`src/rtl/keypad_pkg.sv`:
```
// Shared widths, constants and the event record for the keypad scanner and its event FIFO.
package keypad_pkg;

  localparam int KEY_ROWS       = 4;
  localparam int KEY_COLS       = 4;
  localparam int KEY_NUM        = 16;
  localparam int EVT_W          = 5;
  localparam int EVT_PRESS_BIT  = 4;
  localparam int EVT_FIFO_DEPTH = 4;

  typedef struct packed {
    logic       press;
    logic [3:0] idx;
  } evt_t;

  function automatic evt_t make_evt(input logic press, input logic [3:0] idx);
    logic [EVT_W-1:0] r;
    r = '0;
    r[EVT_PRESS_BIT] = press;
    r[EVT_PRESS_BIT-1:0] = idx;
    return evt_t'(r);
  endfunction

endpackage

```
`src/rtl/keypad_evt_fifo.sv`:
```
// 4x5 register FIFO for key events; head is registered storage muxed by the read pointer.
// Pops while empty are ignored; a push while full without a pop is dropped and flagged on drop.
module keypad_evt_fifo
  import keypad_pkg::*;
(
  input  logic clk,
  input  logic rst_n,
  input  logic push,
  input  evt_t push_dat,
  input  logic pop,
  output evt_t head,
  output logic empty,
  output logic drop
);

  localparam int PTR_W = $clog2(EVT_FIFO_DEPTH);

  evt_t             mem [EVT_FIFO_DEPTH];
  logic [PTR_W-1:0] wp;
  logic [PTR_W-1:0] rp;
  logic [PTR_W:0]   cnt;
  logic             full;
  logic             do_pop;
  logic             do_push;

  assign empty   = (cnt == '0);
  assign full    = (cnt == (PTR_W+1)'(EVT_FIFO_DEPTH));
  assign do_pop  = pop && !empty;
  // A simultaneous pop frees the slot, so a push into a full FIFO still lands.
  assign do_push = push && (!full || do_pop);
  assign drop    = push && full && !do_pop;
  assign head    = mem[rp];

  always_ff @(posedge clk) begin
    if (!rst_n) begin
      wp  <= '0;
      rp  <= '0;
      cnt <= '0;
      for (int i = 0; i < EVT_FIFO_DEPTH; i++) mem[i] <= '0;
    end else begin
      if (do_push) begin
        mem[wp] <= push_dat;
        wp      <= wp + 1'b1;
      end
      if (do_pop) rp <= rp + 1'b1;
      case ({do_push, do_pop})
        2'b10:   cnt <= cnt + 1'b1;
        2'b01:   cnt <= cnt - 1'b1;
        default: cnt <= cnt;
      endcase
    end
  end

endmodule

```
`src/rtl/keypad_scan_debounce.sv`:
```
// 4x4 matrix scanner: row drive, column sync, per-key debounce, event FIFO; state flips DEBOUNCE_CNT samples after change.
// Event consumer pops with evt_ready; events arriving while the FIFO is full are dropped and latched in evt_ovf.
module keypad_scan_debounce
  import keypad_pkg::*;
#(
  parameter int SCAN_DIV     = 100,
  parameter int DEBOUNCE_CNT = 4
) (
  input  logic                gclk,
  input  logic                gresetn,
  input  logic [KEY_COLS-1:0] KeyX,
  output logic [KEY_ROWS-1:0] KeyY,
  output logic [KEY_NUM-1:0]  key_state,
  output logic                key_any,
  output logic                evt_valid,
  output logic [EVT_W-1:0]    evt_code,
  input  logic                evt_ready,
  output logic                evt_ovf,
  input  logic                ovf_clr
);

  localparam int                PC_W    = $clog2(SCAN_DIV);
  localparam int                ROW_W   = $clog2(KEY_ROWS);
  localparam logic [PC_W-1:0]   PC_LAST = PC_W'(SCAN_DIV - 1);
  localparam logic [3:0]        DC_LAST = 4'(DEBOUNCE_CNT - 1);

  logic [KEY_COLS-1:0] kx_m;
  logic [KEY_COLS-1:0] kx_s;
  logic [PC_W-1:0]     pc;
  logic [ROW_W-1:0]    row;
  logic [ROW_W-1:0]    samp_row;
  logic [KEY_COLS-1:0] samp;
  logic                samp_vld;
  logic                first_done;
  logic [3:0]          dc [KEY_NUM];

  logic                upd;
  logic [1:0]          col;
  logic [3:0]          k;
  logic                bit_s;
  logic                dc_clr;
  logic                dc_inc;
  logic                flip;
  evt_t                evt;
  evt_t                fifo_head;
  logic                fifo_empty;
  logic                fifo_drop;

  always_ff @(posedge gclk) begin
    if (!gresetn) begin
      kx_m <= '0;
      kx_s <= '0;
    end else begin
      kx_m <= KeyX;
      kx_s <= kx_m;
    end
  end

  // The first latched sample may predate a settled synchronizer, so it is never processed.
  always_ff @(posedge gclk) begin
    if (!gresetn) begin
      pc         <= '0;
      row        <= '0;
      samp       <= '0;
      samp_row   <= '0;
      samp_vld   <= 1'b0;
      first_done <= 1'b0;
    end else if (pc == PC_LAST) begin
      pc         <= '0;
      row        <= row + 1'b1;
      samp       <= kx_s;
      samp_row   <= row;
      samp_vld   <= first_done;
      first_done <= 1'b1;
    end else begin
      pc <= pc + 1'b1;
    end
  end

  assign KeyY  = KEY_ROWS'(1) << row;
  assign upd   = samp_vld && (int'(pc) < KEY_COLS);
  assign col   = pc[1:0];
  assign k     = {samp_row, col};
  assign bit_s = samp[col];

  always_comb begin
    dc_clr = 1'b0;
    dc_inc = 1'b0;
    flip   = 1'b0;
    if (upd) begin
      if (bit_s == key_state[k])  dc_clr = 1'b1;
      else if (dc[k] == DC_LAST)  flip   = 1'b1;
      else                        dc_inc = 1'b1;
    end
  end

  always_ff @(posedge gclk) begin
    if (!gresetn) begin
      key_state <= '0;
      for (int i = 0; i < KEY_NUM; i++) dc[i] <= '0;
    end else begin
      if (dc_clr || flip) dc[k] <= '0;
      else if (dc_inc)    dc[k] <= dc[k] + 1'b1;
      if (flip) key_state[k] <= bit_s;
    end
  end

  assign evt = make_evt(bit_s, k);

  keypad_evt_fifo u_fifo (
    .clk      (gclk),
    .rst_n    (gresetn),
    .push     (flip),
    .push_dat (evt),
    .pop      (evt_valid && evt_ready),
    .head     (fifo_head),
    .empty    (fifo_empty),
    .drop     (fifo_drop)
  );

  assign evt_valid = !fifo_empty;
  assign evt_code  = fifo_head;
  assign key_any   = |key_state;

  // A drop in the same cycle as a clear keeps the flag set.
  always_ff @(posedge gclk) begin
    if (!gresetn)       evt_ovf <= 1'b0;
    else if (fifo_drop) evt_ovf <= 1'b1;
    else if (ovf_clr)   evt_ovf <= 1'b0;
  end

endmodule

```
`config.mk`:
```
export PLATFORM = sky130hd
export DESIGN_NAME = keypad_scan_debounce
export DESIGN_NICKNAME = d
export VERILOG_FILES = /design/src/rtl/keypad_pkg.sv /design/src/rtl/keypad_evt_fifo.sv /design/src/rtl/keypad_scan_debounce.sv
export SDC_FILE = /design/constraint.sdc
export NUM_CORES = 1
export LEC_CHECK = 0
export BUFFER_PORTS_ARGS = -buffer_cell sky130_fd_sc_hd__buf_2
export CORE_MARGIN = 2
export CORE_UTILIZATION = 25
export DETAILED_ROUTE_END_ITERATION = 10
export PLACE_DENSITY_LB_ADDON = 0.15
export SYNTH_ARGS = -nofsm -noshare
export SYNTH_HDL_FRONTEND = slang
export SYNTH_SLANG_ARGS = --single-unit
```
`constraint.sdc`:
```
create_clock -name gclk -period 5.2 [get_ports gclk]
set_input_delay 1.04 -clock gclk [delete_from_list [all_inputs] [get_ports gclk]]
set_output_delay 1.04 -clock gclk [all_outputs]
set_load 0.01 [all_outputs]
```
# Word-level counts from Yosys, hierarchy flattened
# Memory sizes are Yosys's and may differ from the RTL's. A register that Yosys moved wholly into a read port is not among the register bits.
# Index checks and enable logic that the tools add are counted.
dict set report classes {
  n_addsub 7
  mul 0
  div 0
  n_lt_le_gt_ge 4
  n_eq_ne 6
  n_shift 1
  mux 38
  n_bitwise 2
  n_reduce_logical 19
}
# cell n
set ops {}
lappend ops {{$mux W1} 26}
lappend ops {{$bwmux W16} 1}
lappend ops {{$reduce_or A16 Y1} 1}
lappend ops {{$mux W4} 3}
lappend ops {{$add A7 B1 Y7 const B} 1}
lappend ops {{$eq A7 B7 Y1 const B} 1}
lappend ops {{$logic_and A1 B1 Y1} 7}
lappend ops {{$lt A7 B3 Y1 const B} 1}
lappend ops {{$add A2 B1 Y2 const B} 3}
lappend ops {{$mux W2} 3}
lappend ops {{$pmux W3 S2} 1}
lappend ops {{$lt A4 B5 Y1 const B} 1}
lappend ops {{$mux W5} 1}
lappend ops {{$reduce_or A5 Y1} 1}
lappend ops {{$add A4 B1 Y4 const B} 1}
lappend ops {{$bmux W1 S4} 1}
lappend ops {{$demux W1 S4} 1}
lappend ops {{$eq A4 B2 Y1 const B} 1}
lappend ops {{$ge A4 B1 Y1 const B} 1}
lappend ops {{$reduce_bool A2 Y1} 2}
lappend ops {{$reduce_or A4 Y1} 1}
lappend ops {{$shl A1 B2 Y4 const A} 1}
lappend ops {{$add A3 B1 Y3 const B} 1}
lappend ops {{$eq A3 B3 Y1 const B} 1}
lappend ops {{12 further kinds} 15}
dict set report totals {
  register_bits 49
  latchBits 0
  ram_bits 84
  rom_bits 0
  input_bits 8
  out_inout_bits 28
  word_cells 92
  n_memories 2
}
# memory depth word_bits rd rd_clocked_by_memory_dff wr line_no
set memory_table {}
lappend memory_table {dc 16 4 1 0 16 keypad_scan_debounce.sv:35} ;# logic [3:0] dc [KEY_NUM];
lappend memory_table {u_fifo.mem 4 5 1 1 4 keypad_evt_fifo.sv:18} ;# evt_t mem [EVT_FIFO_DEPTH];

# Depth between registers and ports, before layout
# Gate-level depths: netlist (run 1).
dict set report logic_depth {
  word_depth 12
  depth_mapped 16
  mapped_depth_nobuf 12
}

# By module
# From an unflattened synthesis (run 1), not the netlist that was laid out.
dict set report hier_totals {
  hier_cells 561
  area_unflattened_um2 6528.8
}
# mod instances cells_per_inst area_per_inst_um2
set modules_own_cells {}
lappend modules_own_cells {keypad_scan_debounce 1 460 5185.0}
lappend modules_own_cells {keypad_evt_fifo 1 101 1343.8}

# Worst setup path after synthesis (run 1)
# OpenSTA, ideal clock, no wires.
dict set report synth_path {
  kind {reg2reg}
  from {register pc[0]}
  to {register u_fifo.cnt[2]}
  setup_time_ns 0.072
  t_arrival_ns 4.020
  setup_slack_ns 1.108
  path_stages_with_launch 16
  path_buffers 3
  synth_period_minus_slack_ns 4.092
  cell_sequence {dfxtp_1 > buf_6 > buf_4 > mux4_2 > mux4_2 > ha_1 > and2_1 > a22oi_2 > a211oi_4 > nand2_1 > clkbuf_1 > nand2_1 > fa_1 > or2_2 > o22ai_1 > mux2i_1}
}
dict set report synth_between {
  elab_chain_cells 8
  word_cells_on_any_way 17
}
# element line_no
set synth_lines {}
lappend synth_lines {{start: declaration} keypad_scan_debounce.sv:29} ;# logic [PC_W-1:0] pc;
lappend synth_lines {{start signal: assignment} keypad_scan_debounce.sv:76} ;# pc <= pc + 1'b1;
lappend synth_lines {{$mem_v2 Z16 W4, or another cell as far along} --}
lappend synth_lines {{$eq A4 B2 Y1, or another cell as far along} keypad_scan_debounce.sv:92} ;# else if (dc[k] == DC_LAST) flip = 1'b1;
lappend synth_lines {{$mux W1 / $eq A1 B1 Y1 (equally long branches)} {keypad_scan_debounce.sv:92, keypad_scan_debounce.sv:91}}
lappend synth_lines {{$mux W1} keypad_scan_debounce.sv:91} ;# if (bit_s == key_state[k]) dc_clr = 1'b1;
lappend synth_lines {{$mux W1 (*)} keypad_scan_debounce.sv:90} ;# if (upd) begin
lappend synth_lines {{$logic_and A1 B1 Y1 (*)} keypad_evt_fifo.sv:30} ;# assign do_push = push && (!full || do_pop);
lappend synth_lines {{$eq A2 B1 Y1 / $eq A2 B2 Y1 (equally long branches)} keypad_evt_fifo.sv:46} ;# case ({do_push, do_pop})
lappend synth_lines {{$pmux W3 S2 / $reduce_bool A2 Y1 (equally long branches)} --}
lappend synth_lines {{end signal: assignment} keypad_evt_fifo.sv:47} ;# 2'b10: cnt <= cnt + 1'b1;
lappend synth_lines {{end signal: assignment} keypad_evt_fifo.sv:48} ;# 2'b01: cnt <= cnt - 1'b1;
lappend synth_lines {{end signal: assignment} keypad_evt_fifo.sv:49} ;# default: cnt <= cnt;
lappend synth_lines {{end: declaration} keypad_evt_fifo.sv:21} ;# logic [PTR_W:0] cnt;
# Every way passes the cells marked *; elsewhere a longest branch is shown, timed or not. The select of a mux whose other input is x is not followed.
# A chain may end at the register's enable or synchronous reset.

# Worst setup path in the final report (run 1)
# Ends and elaborated chain as after synthesis.

==> flow_summary.yaml, run 1 <==
setup_path:
  worst-endpoint-arrival_ns: 4.37
  end_kind: "register"
  crit_path_start_kind: "register"
  r2r_slack_ns: 1.18
  critical_path.max_fanout: 11
  critical_path.reg2reg.startpoint: "pc[0]$_SDFF_PP0_"
  worst_path_max_delay_cell: "sky130_fd_sc_hd__dfxtp_1"
  worst-endpoint-required_ns: 5.55
  crit_path_start: "pc[0]$_SDFF_PP0_"
  critical_path.top_delay_family: "multiplexers"
  setup.worst_path.class: "register to register"
  path_cells: "mux4_2, mux4_2, ha_1, and2_1, a22oi_2, a211oi_4, nand2_1, nand2_1, fa_1, or2_2, o22ai_1, mux2i_1"
  buffers_plus_inverters_on_the_worst_setup_path: 0
  timing.critical_path.slowest_cell_delay_ns: 0.75
pwr:
  power_frac_clock_pct: 48.2
  switching_share_of_power_pct: 22.0
  p_total_mw: 2.51
  power.net_switching_uw: 552
  seqPwrFrac_pct: 47.1
  leakage_component_of_the_power_nw: 2.52
  power_density_nw_per_um2: 345
  pwr-share-comb_pct: 4.8
  peakVddDrop_mv: 0.163
  p_int_mw: 1.96
global_route:
  vias_in_the_first_global_route: 4203
  grt_pass1_wl_um: 25500
  grt_usage_pct: 13.2
  maximum_number_of_pins_on_one_net_before_global_route_repair: 36
  antenna_found_initial: 0
  grt_remaining_overflow: 0
job:
  drv_cap: 0
hold_path:
  timing.hold.worst.start: "kx_m[1]$_SDFF_PN0_"
  hp-class: "register to register"
layout:
  final_common_cell: "sky130_fd_sc_hd__nor2_1"
  layout_common_cells: "96 x sky130_fd_sc_hd__nor2_1, 84 x sky130_fd_sc_hd__edfxtp_1, 51 x sky130_fd_sc_hd__dfxtp_1, 48 x sky130_fd_sc_hd__nand2_1, 35 x sky130_fd_sc_hd__buf_2"
  antennaDiodeCount: 0
  final_net_count: 578
  areaGrowthSynthToFinish_pct: 17.4
  drive_gt1_share_pct: 19.9
  postLayoutCoreUtil_pct: 29.9
  n_fill_cell: 2445
detailed_routing:
  vias_per_cell: 4.66
  drt_pass1_iterations: 4
  antenna_violating_nets_post_route: 0
  wl_per_cell_um: 18.5
  detailedRoute.firstIterationViolations: 319
  route.vias.total: 4184
  drt-total-wl_um: 16600
  route.detailed.drc: 0
synth:
  synth.yosys.seq_area_share_pct: 57.1
  flip_flop_and_latch_count_after_synthesis: 135
  syn-num-nets: 552
  synthesis.instances: 534
  synth.lib_cells_used.distinct: 44
  syn_avg_cell_area_um2: 11.6
  synthesis.area_um2: 6200
  synth.yosys.warnings: 0
placed_design:
  finalWeightedCongestion: 0.759
  portBuffers: 35
  post_dp_hpwl_um: 11700
sta:
  clock.fmax_mhz: 249
  max_slew_margin_pct: 43.8
  worst_clock_skew_ns: 0.0160
  hold-worst-slack_ns: 0.440
  measured_slew_at_the_worst_slew_check_pin_ns: 0.842
  timing_hold_violations_final: 0
  post-route-period-util_pct: 77.3
  tns_ns: 0
  period_minus_slack_ns: 4.02
  finalMaxSlewViolations: 0
  grt_setup_unrepaired: "false"
  setup_viol_count_final: 0
clock_network:
  ctsLongestPathBuffers: 2
  cts_tree: "done"
  cts-buffers-inserted: 17
  cts.hold.buffers_added: 0
  clk_root_buffer_cell: "sky130_fd_sc_hd__clkbuf_16"
  cts.htree.levels: 4
  cts_sinks: 135
  clk_pin_slew_worst_paths_ns: 0.06
  cts_resized: 0
  insertion_delay_ns: 0.43
  setup_fix_bufs_post_cts: 0
die:
  floorplan.rows: 57
  core_area_um2: 24300
  start_util_pct: 25.5
  die_height_um: 161
  io-pin-count: 36
  fp.dieArea_um2: 26100
  horizontal_die_dimension_um: 161
outcome:
  result_of_the_run: "completed"
[final cells by class]
type / instances / area (µm²) / area share, %
timing repair buffer: 48 / 273 / 3.75
clock buffer: 23 / 513 / 7.05
clock inverter: 9 / 88.8 / 1.22
tap: 324 / 405 / 5.57
sequential: 135 / 3540 / 48.7
multi-input combinational: 347 / 2410 / 33.2
inverter: 11 / 41.3 / 0.567
[synthesized netlist by cell type (all sizes together)]
library cell / count / share of area, %
a211oi: 1 / 0.32
nand2: 50 / 3.1
ha: 9 / 1.8
or4b: 1 / 0.16
nor4: 7 / 0.71
mux2: 1 / 0.18
o31ai: 1 / 0.12
nor3: 8 / 0.65
or3: 4 / 0.40
inv: 10 / 0.61
mux4: 26 / 9.4
and2: 12 / 1.2
o21ai: 23 / 1.9
xnor2: 7 / 0.99
clkinv: 1 / 0.060
o22ai: 1 / 0.10
a21oi: 15 / 1.2
nand2b: 6 / 0.61
dfxtp: 51 / 16
and3: 6 / 0.61
and4: 6 / 0.85
buf: 13 / 1.6
fa: 1 / 0.32
nand3: 5 / 0.40
a22oi: 4 / 0.56
xor2: 3 / 0.42
mux2i: 24 / 3.9
or2: 1 / 0.10
nand4: 22 / 2.2
a31o: 2 / 0.28
clkbuf: 28 / 1.7
nor2: 97 / 5.9
nor2b: 3 / 0.30
o2111a: 1 / 0.18
edfxtp: 84 / 41
[final timing paths]
kind | endpoint | cells past startpoint
worst max-delay path | u_fifo.cnt[2]$_SDFFE_PN0P_ | 12
worst min-delay path | kx_s[1]$_SDFF_PN0_ | 1
worst max register to register | u_fifo.cnt[2]$_SDFFE_PN0P_ | 12
worst min register to register | kx_s[1]$_SDFF_PN0_ | 1
[power groups by stage]
stage	clock, mW	sequential, mW	combinational (mW)
finish	1.21	1.18	0.120
global placement	0	1.21	0.119
floorplan	0	1.19	0.0949
CTS	1.23	1.18	0.122
detailed placement	0	1.20	0.121
global route	1.28	1.18	0.131
[state kept, by name (all words and copies together) (netlist names), 2 cells and up, named ones only]
name,cells
dc,64
key_state,16
kx_m,4
kx_s,4
pc,7
row,2
samp,4
samp_row,2
u_fifo.cnt,3
u_fifo.mem,20
u_fifo.rp,2
u_fifo.wp,2
[metrics by stage]
step                      std cells  cell area (µm²)  setup WS, ns
after CTS                       897             7280          1.14
after floorplan                 534             6200          1.11
final                           897             7280          1.18
after global routing            897             7280         0.836
after detailed placement        865             6680          1.14
after global placement          865             6680          1.24
[cell families after synthesis]
logic type,Yosys count,share of synthesized area [%]
compound gates,48,4.64
xor+xnor,10,1.41
fa+ha+maj,10,2.14
buf+inv,52,3.93
flops,135,57.1
mux,51,13.5
simple gates,228,17.2
[metal layers]
layer  GRT usage [%]  up-vias  routed length [µm]
met4            4.59        0                 232
met2            21.3       67                7980
met1            17.3     2124                7850
li1                -     1977                   -
met5               0        -                   0
met3            3.08       16                 503
(Power assumes the default switching activity.)
==> inputs of run 2 (changes only) <==
clock period = 3.5 ns   (was 5.2 ns; I/O delays follow)
==> flow_summary.yaml, run 2 (synthesized netlist as in run 1, its figures left out) <==
sta:
  timing_hold_violations_final: 0
  worst_clock_skew_ns: 0.0260
  period_minus_slack_ns: 3.38
  finalMaxSlewViolations: 0
  max_slew_margin_pct: 50.7
  grt_setup_unrepaired: "false"
  post-route-period-util_pct: 96.6
  measured_slew_at_the_worst_slew_check_pin_ns: 0.732
  setup_viol_count_final: 0
  clock.fmax_mhz: 296
layout:
  reg.largest.list: "dc (64), u_fifo.mem (20), key_state (16)"
  drive_gt1_share_pct: 23.8
  largest_register_ffs: 64
  areaGrowthSynthToFinish_pct: 20.6
  postLayoutCoreUtil_pct: 30.8
  layout_common_cells: "96 x sky130_fd_sc_hd__nor2_1, 84 x sky130_fd_sc_hd__edfxtp_1, 50 x sky130_fd_sc_hd__dfxtp_1, 46 x sky130_fd_sc_hd__nand2_1, 35 x sky130_fd_sc_hd__buf_2"
  largest-register: "dc"
  antennaDiodeCount: 0
  n_fill_cell: 2453
  final_common_cell: "sky130_fd_sc_hd__nor2_1"
  final_net_count: 598
  post-route-cell-area_um2: 7480
global_route:
  vias_in_the_first_global_route: 4340
  grt_remaining_overflow: 0
  grt_pass1_wl_um: 25400
  maximum_number_of_pins_on_one_net_before_global_route_repair: 34
  antenna_found_initial: 0
  grt_usage_pct: 13.1
detailed_routing:
  route.vias.total: 4251
  antenna_violating_nets_post_route: 0
  vias_per_cell: 4.64
  route.detailed.drc: 0
  drt_pass1_iterations: 4
  wl_per_cell_um: 18.1
  drt-total-wl_um: 16600
  detailedRoute.firstIterationViolations: 323
die:
  floorplan.rows: 57
  core_area_um2: 24300
  horizontal_die_dimension_um: 161
  start_util_pct: 25.5
  io-pin-count: 36
  die_height_um: 161
  fp.dieArea_um2: 26100
setup_path:
  crit_path_frequent_cell: "sky130_fd_sc_hd__mux4_2"
  r2r_slack_ns: 0.12
  buffers_plus_inverters_on_the_worst_setup_path: 1
  critical_path.max_fanout: 6
  worst-endpoint-required_ns: 3.85
  crit_path_start_kind: "register"
  crit_path_start: "pc[0]$_SDFF_PP0_"
  setup.worst_path.class: "register to register"
  timing.critical_path.slowest_cell_delay_ns: 0.55
  worst-endpoint-arrival_ns: 3.73
  end_kind: "register"
  critical_path.reg2reg.startpoint: "pc[0]$_SDFF_PP0_"
  path_cells: "buf_12, mux4_2, mux4_2, ha_4, and2_4, a22oi_2, a211oi_4, nand2_2, nand2_4, fa_2, or2_4, o22ai_4, mux2i_1"
  worst_path_max_delay_cell: "sky130_fd_sc_hd__mux4_2"
  critical_path.top_delay_family: "multiplexers"
clock_network:
  ctsLongestPathBuffers: 2
  insertion_delay_ns: 0.43
  cts_sinks: 135
  clk_root_buffer_cell: "sky130_fd_sc_hd__clkbuf_16"
  cts-buffers-inserted: 17
  cts.htree.levels: 4
  cts.hold.buffers_added: 0
  cts_tree: "done"
  clk_pin_slew_worst_paths_ns: 0.06
placed_design:
  post_dp_hpwl_um: 12200
  portBuffers: 35
  finalWeightedCongestion: 0.785
  dpl-instance-area_um2: 6850
hold_path:
  hp-class: "register to register"
  timing.hold.worst.start: "kx_m[0]$_SDFF_PN0_"
job:
  drv_cap: 0
pwr:
  peakVddDrop_mv: 0.293
  leakage_component_of_the_power_nw: 2.62
  power_density_nw_per_um2: 496
outcome:
  result_of_the_run: "completed"
-- run 2: final timing paths --
check / to / cells after the start
hold reg to reg: kx_s[0]$_SDFF_PN0_ / 1
setup reg to reg: u_fifo.cnt[2]$_SDFFE_PN0P_ / 13
setup / recovery: u_fifo.cnt[2]$_SDFFE_PN0P_ / 13
hold / removal: kx_s[0]$_SDFF_PN0_ / 1
-- run 2: cell type report --
type,instances,area (µm²),area share (%)
inverters,11,41.3,0.552
clock inverters,14,149,1.99
flip-flops and latches,135,3550,47.4
multi-input cells,347,2460,32.8
clock buffers,18,429,5.74
repair buffers,68,452,6.04
well taps,324,405,5.42
-- run 2: layer usage --
layer  vias up  global-route usage (%)  share of wire [%]
met5         -                       0                  0
met4         0                    4.55               0.65
met3         8                    3.11                3.2
met2        87                    21.1                 49
met1      2135                    17.1                 47
li1       2021                       -                  -
-- run 2: power by group --
group,internal [mW],leakage (nW),switching [mW],total [mW]
Clock,1.06,0.277,0.703,1.76
Sequential,1.73,1.28,0.0175,1.74
Combinational,0.0894,1.06,0.119,0.208
Total,2.87,2.62,0.839,3.71
-- run 2: through the flow --
stage	std cells	setup slack (ns)	TNS [ns]	hold slack, ns	power [mW]
floorplan	534	-0.111	-0.111	0.412	1.91
global placement	881	0.151	0	0.414	1.98
detailed placement	881	0.0396	0	0.424	1.98
CTS	913	0.0309	0	0.438	3.75
global route	917	0.00320	0	0.457	3.84
finish	917	0.118	0	0.435	3.71
-- run 2: repair_timing --
item                       4_1_cts  5_1_grt
buffers inserted                 0        4
gates resized for setup          0        2
setup endpoints to repair        0        8
